==> src/rtl/cr_kme_fifo_unpack.sv <==
// Unpacks 132-bit KME FIFO entries (up to four 32-bit beats) into a beat stream with sop/eop framing.
// Latency: first beat one cycle after in_ack; backpressure: out_ready=0 freezes the beat and withholds in_ack.
module cr_kme_fifo_unpack #(
  parameter int PKT_CNT_W = 16
) (
  input  logic                 clk,
  input  logic                 rst,
  input  logic [131:0]         in_data,
  input  logic                 in_valid,
  output logic                 in_ack,
  output logic [31:0]          out_data,
  output logic                 out_valid,
  output logic                 out_sop,
  output logic                 out_eop,
  input  logic                 out_ready,
  input  logic                 err_clr,
  output logic                 proto_err,
  output logic [PKT_CNT_W-1:0] pkt_cnt
);

  typedef enum logic {
    IDLE   = 1'b0,
    UNPACK = 1'b1
  } state_t;

  state_t         state;
  state_t         state_nxt;

  logic [127:0]   payload;
  logic [1:0]     last_idx;
  logic [1:0]     idx;
  logic           sop_held;
  logic           eop_held;
  logic           in_pkt;
  logic           in_pkt_live;
  logic           load;
  logic           beat_acc;
  logic           last_beat;
  logic           eop_acc;
  logic           new_sop;
  logic           new_eop;
  logic           frame_viol;

  assign new_sop   = in_data[131];
  assign new_eop   = in_data[130];
  assign last_beat = (idx == last_idx);
  assign load      = in_ack;
  assign eop_acc   = beat_acc & out_eop;

  // State register
  always_ff @(posedge clk or posedge rst) begin
    if (rst) begin
      state <= IDLE;
    end else begin
      state <= state_nxt;
    end
  end

  // Next-state logic
  always_comb begin
    state_nxt = state;
    case (state)
      IDLE: begin
        if (load) begin
          state_nxt = UNPACK;
        end
      end
      UNPACK: begin
        if (beat_acc && last_beat && !load) begin
          state_nxt = IDLE;
        end
      end
      default: state_nxt = IDLE;
    endcase
  end

  // Outputs: out_* come only from held state; in_ack is the only path from in_*
  always_comb begin
    out_valid = (state == UNPACK);
    beat_acc  = out_valid & out_ready;
    in_ack    = ~rst & in_valid & ((state == IDLE) | (beat_acc & last_beat));
    out_data  = out_valid ? payload[{idx, 5'd0} +: 32] : 32'd0;
    out_sop   = out_valid & sop_held & (idx == 2'd0);
    out_eop   = out_valid & eop_held & last_beat;
  end

  always_ff @(posedge clk or posedge rst) begin
    if (rst) begin
      payload  <= '0;
      last_idx <= '0;
      idx      <= '0;
      sop_held <= 1'b0;
      eop_held <= 1'b0;
    end else if (load) begin
      payload  <= in_data[127:0];
      last_idx <= in_data[129:128];
      idx      <= '0;
      sop_held <= new_sop;
      eop_held <= new_eop;
    end else if (beat_acc && !last_beat) begin
      idx <= idx + 2'd1;
    end
  end

  // An eop beat accepted in the same cycle as the next load closes the packet first.
  assign in_pkt_live = in_pkt & ~eop_acc;
  assign frame_viol  = load & ((new_sop & in_pkt_live) | (~new_sop & ~in_pkt_live));

  always_ff @(posedge clk or posedge rst) begin
    if (rst) begin
      in_pkt <= 1'b0;
    end else if (load && new_sop && !new_eop) begin
      in_pkt <= 1'b1;
    end else if (eop_acc) begin
      in_pkt <= 1'b0;
    end
  end

  always_ff @(posedge clk or posedge rst) begin
    if (rst) begin
      proto_err <= 1'b0;
    end else if (frame_viol) begin
      proto_err <= 1'b1;
    end else if (err_clr) begin
      proto_err <= 1'b0;
    end
  end

  always_ff @(posedge clk or posedge rst) begin
    if (rst) begin
      pkt_cnt <= '0;
    end else if (eop_acc) begin
      pkt_cnt <= pkt_cnt + 1'b1;
    end
  end

endmodule

==> config.mk <==
export PLATFORM = sky130hd
export DESIGN_NAME = cr_kme_fifo_unpack
export DESIGN_NICKNAME = d
export VERILOG_FILES = /design/src/rtl/cr_kme_fifo_unpack.sv
export SDC_FILE = /design/constraint.sdc
export NUM_CORES = 1
export LEC_CHECK = 0
export CORE_UTILIZATION = 35
export DETAILED_ROUTE_END_ITERATION = 8
export PLACE_DENSITY = 0.58
export SYNTH_ARGS = -nofsm -noshare
export SYNTH_HDL_FRONTEND = slang
export SYNTH_SLANG_ARGS = --single-unit
export TNS_END_PERCENT = 10
==> constraint.sdc <==
create_clock -name clk -period 8.91 [get_ports clk]
set_clock_uncertainty 0.2 [all_clocks]
set_input_delay 1.782 -clock clk [delete_from_list [all_inputs] [get_ports clk]]
set_output_delay 1.782 -clock clk [all_outputs]
set_load 0.05 [all_outputs]
==> key figures <==
Synthesis
  – Seq cells post-synth: 153
  – Post-Syn Area: 6990 um^2
  – Synth Area per Inst: 15.5 um^2
  – Unique cell type count in the Yosys netlist: 36
  – Sequential-to-total area share from yosys stat: 0.548
  – Ys flop type: dfrtp_1
  – Synth async-reset ratio: 1.00
  – Yosys warns: 0
  – Post-synth EDFFs: 0
  – Mapped Cells: 452
  – Post-synth net total: 591

STA
  – Tcrit/Tclk final: 0.728
  – Fmax: 154 MHz
  – Fin. Hold Viols: 0
  – Final setup fails: 0
  – Crit path time final: 6.48 ns
  – Sum of negative setup slack: 0 ns
  – Relative slew slack: 0.288
  – Slew Limit Fails: 0
  – RSZ-0062 raised after global routing: no
  – Slew of the pin with the lowest slew margin: 1.07 ns

Critical path
  – CP required: 6.93 ns
  – Crit path kind: input pin to primary output
  – Cell family contributing the most delay on the critical path: buffers and inverters
  – CP endpoint kind: primary output
  – Arr. time, crit path: 4.50 ns
  – Worst path slowest cell: clkdlybuf4s50_1
  – CP Cell Sequence: clkdlybuf4s50_1, inv_6, nand2_1, a21o_4, clkinv_4, clkdlybuf4s50_1
  – CP most frequent cell: clkdlybuf4s50_1
  – Worst Path Buf+Inv: 4
  – CP startpoint kind: input pin
  – CP peak stage delay: 0.90 ns
  – CP max FO: 77

Routing
  – Drt total wl: 16200 um
  – Drt drc: 0
  – Initial DRC Count: 130
  – Post-DRT Antenna Nets: 0
  – Wire length per cell: 17.7 um
  – Initial DRT Pass Iterations: 4
  – Vias: 4378
  – Vias per inst: 4.78

Place
  – Final RePlAce weighted congestion: 0.813
  – # port buffers: 189
  – Post-DP HPWL: 11000 um
  – Placed cells: 883

Finish
  – Leading cell type in the layout, fill and taps excluded: clkdlybuf4s50_1
  – Area Growth Syn to Fin: 37.1%
  – Post-route insts no fill: 916
  – Nets: 776
  – Share of cells above drive strength 1: 0.242
  – Most frequent cells in the layout: clkdlybuf4s50_1 (189), dfrtp_1 (151), mux2_2 (83)
  – Final Util: 0.491

Global route
  – Largest net degree at the start of global routing: 83
  – Global-route wire length before repair: 25300 um
  – All-Layer GR Usage: 0.168
  – Initial antenna violation count: 1
  – Grt ovf: 0
  – Number of global-route vias before repair: 4737

Run
  – MaxCap Viol Count: 0

Floorplan
  – Die area: 20500 um^2
  – Die height: 143 um
  – Initial Utilization: 0.358
  – Core area: 19500 um^2
  – Die X: 143 um
  – # IOs: 190
  – Row count: 51

Clock network
  – Hold buffers post-CTS: 0
  – CTS tree: built
  – TritonCTS buffer count: 17
  – Worst-Skew Late Latency: 0.42 ns
  – CTS sink cnt: 153
  – Resized cells post-CTS: 0
  – Buffers from clock root to sink, at most: 2
  – Root Driver: clkbuf_16
  – Post-CTS Setup Bufs: 0
  – Clk pin slew, worst setup/hold paths: 0.06 ns
  – H-tree depth: 4

Run status
  – Status: finished clean

Power
  – Peak VDD IR: 258 uV
  – Pwr per Cell Area: 383 nW/um^2
  – Static Leak: 0.00387 uW

Min path
  – Worst Hold Class: flip-flop to flip-flop
worst register-to-register path: cells and delay by family, from the launching register on:
kind | cells | cell delay [ns]
simple gates | 1 | 0.22
xor+xnor | 1 | 0.24
mux | 1 | 0.51
flops | 1 | 0.62
compound gates | 1 | 0.29
buf+inv | 3 | 1.79
Yosys cell counts (all sizes together) (3+ instances only):
library cell	number	area share
nand3	5	0.0043
xor2	11	0.014
nor4	3	0.0027
xnor2	10	0.015
nand2	9	0.0048
buf	19	0.027
and2	33	0.030
mux2	133	0.21
inv	6	0.0032
nor2	3	0.0016
clkbuf	8	0.0043
nor3	6	0.0043
dfrtp	153	0.55
mux4	32	0.10
nand4	4	0.0036
cell families (layout without fill, tap and decap cells):
kind of cell,Yosys count,after routing,share of synthesized area
AO/OA/AOI/OAI,5,5,0.00555
XOR/XNOR,21,21,0.0285
adder cells (fa/ha/maj),2,2,0.00358
buffers and inverters,34,232,0.0358
flip-flops,153,153,0.548
multiplexers,166,166,0.319
other,0,1,0
AND/OR/NAND/NOR,71,71,0.0601
stage by stage:
stage | hold slack, ns | setup slack (ns) | total power, uW | area, um^2
floorplan | 0.253 | 0.963 | 2500 | 6990
global placement | 0.259 | 2.39 | 2980 | 9030
detailed placement | 0.267 | 2.34 | 3020 | 9030
CTS | 0.276 | 2.34 | 3720 | 9580
global route | 0.298 | 2.17 | 3870 | 9580
finish | 0.268 | 2.43 | 3670 | 9590
final timing paths:
kind / from / to / slack [ns] / depth (start not counted)
max: rst / in_ack / 2.43 / 6
min: pkt_cnt[15] / pkt_cnt[15] / 0.27 / 1
max reg2reg: idx[0] / payload[110] / 4.92 / 7
min reg2reg: pkt_cnt[15] / pkt_cnt[15] / 0.27 / 1
max in group asynchronous: rst / idx[0] / 5.34 / 3
min in group asynchronous: rst / payload[111] / 1.66 / 2
area by class of cell:
type	count	area, um^2
multi-input combinational	265	2910
clock inverter	10	97.6
clock buffer	22	454
tap	265	332
fill	1720	9940
sequential	153	3830
timing repair buffer	193	1920
inverter	7	36.3
antenna	1	2.50
registers in the layout, summed over array words and instances (netlist names):
| signal | flops |
|---|---|
| eop_held | 1 |
| pkt_cnt | 16 |
| in_pkt | 1 |
| payload | 128 |
| out_valid | 1 |
| last_idx | 2 |
| idx | 2 |
| proto_err | 1 |
| sop_held | 1 |
where the power goes:
| part | switching (uW) | internal, uW |
|---|---|---|
| Clock | 287 | 392 |
| Combinational | 913 | 846 |
| Sequential | 212 | 1020 |
| Total | 1410 | 2260 |
metal layers:
layer / up-vias / part of all wire / track usage
li1: 2010 / - / -
met1: 2231 / 0.43 / 0.207
met2: 121 / 0.48 / 0.269
met3: 16 / 0.082 / 0.0660
met4: 0 / 0.011 / 0.0554
met5: - / 0 / 0
Power figures use the tool's default switching activity.
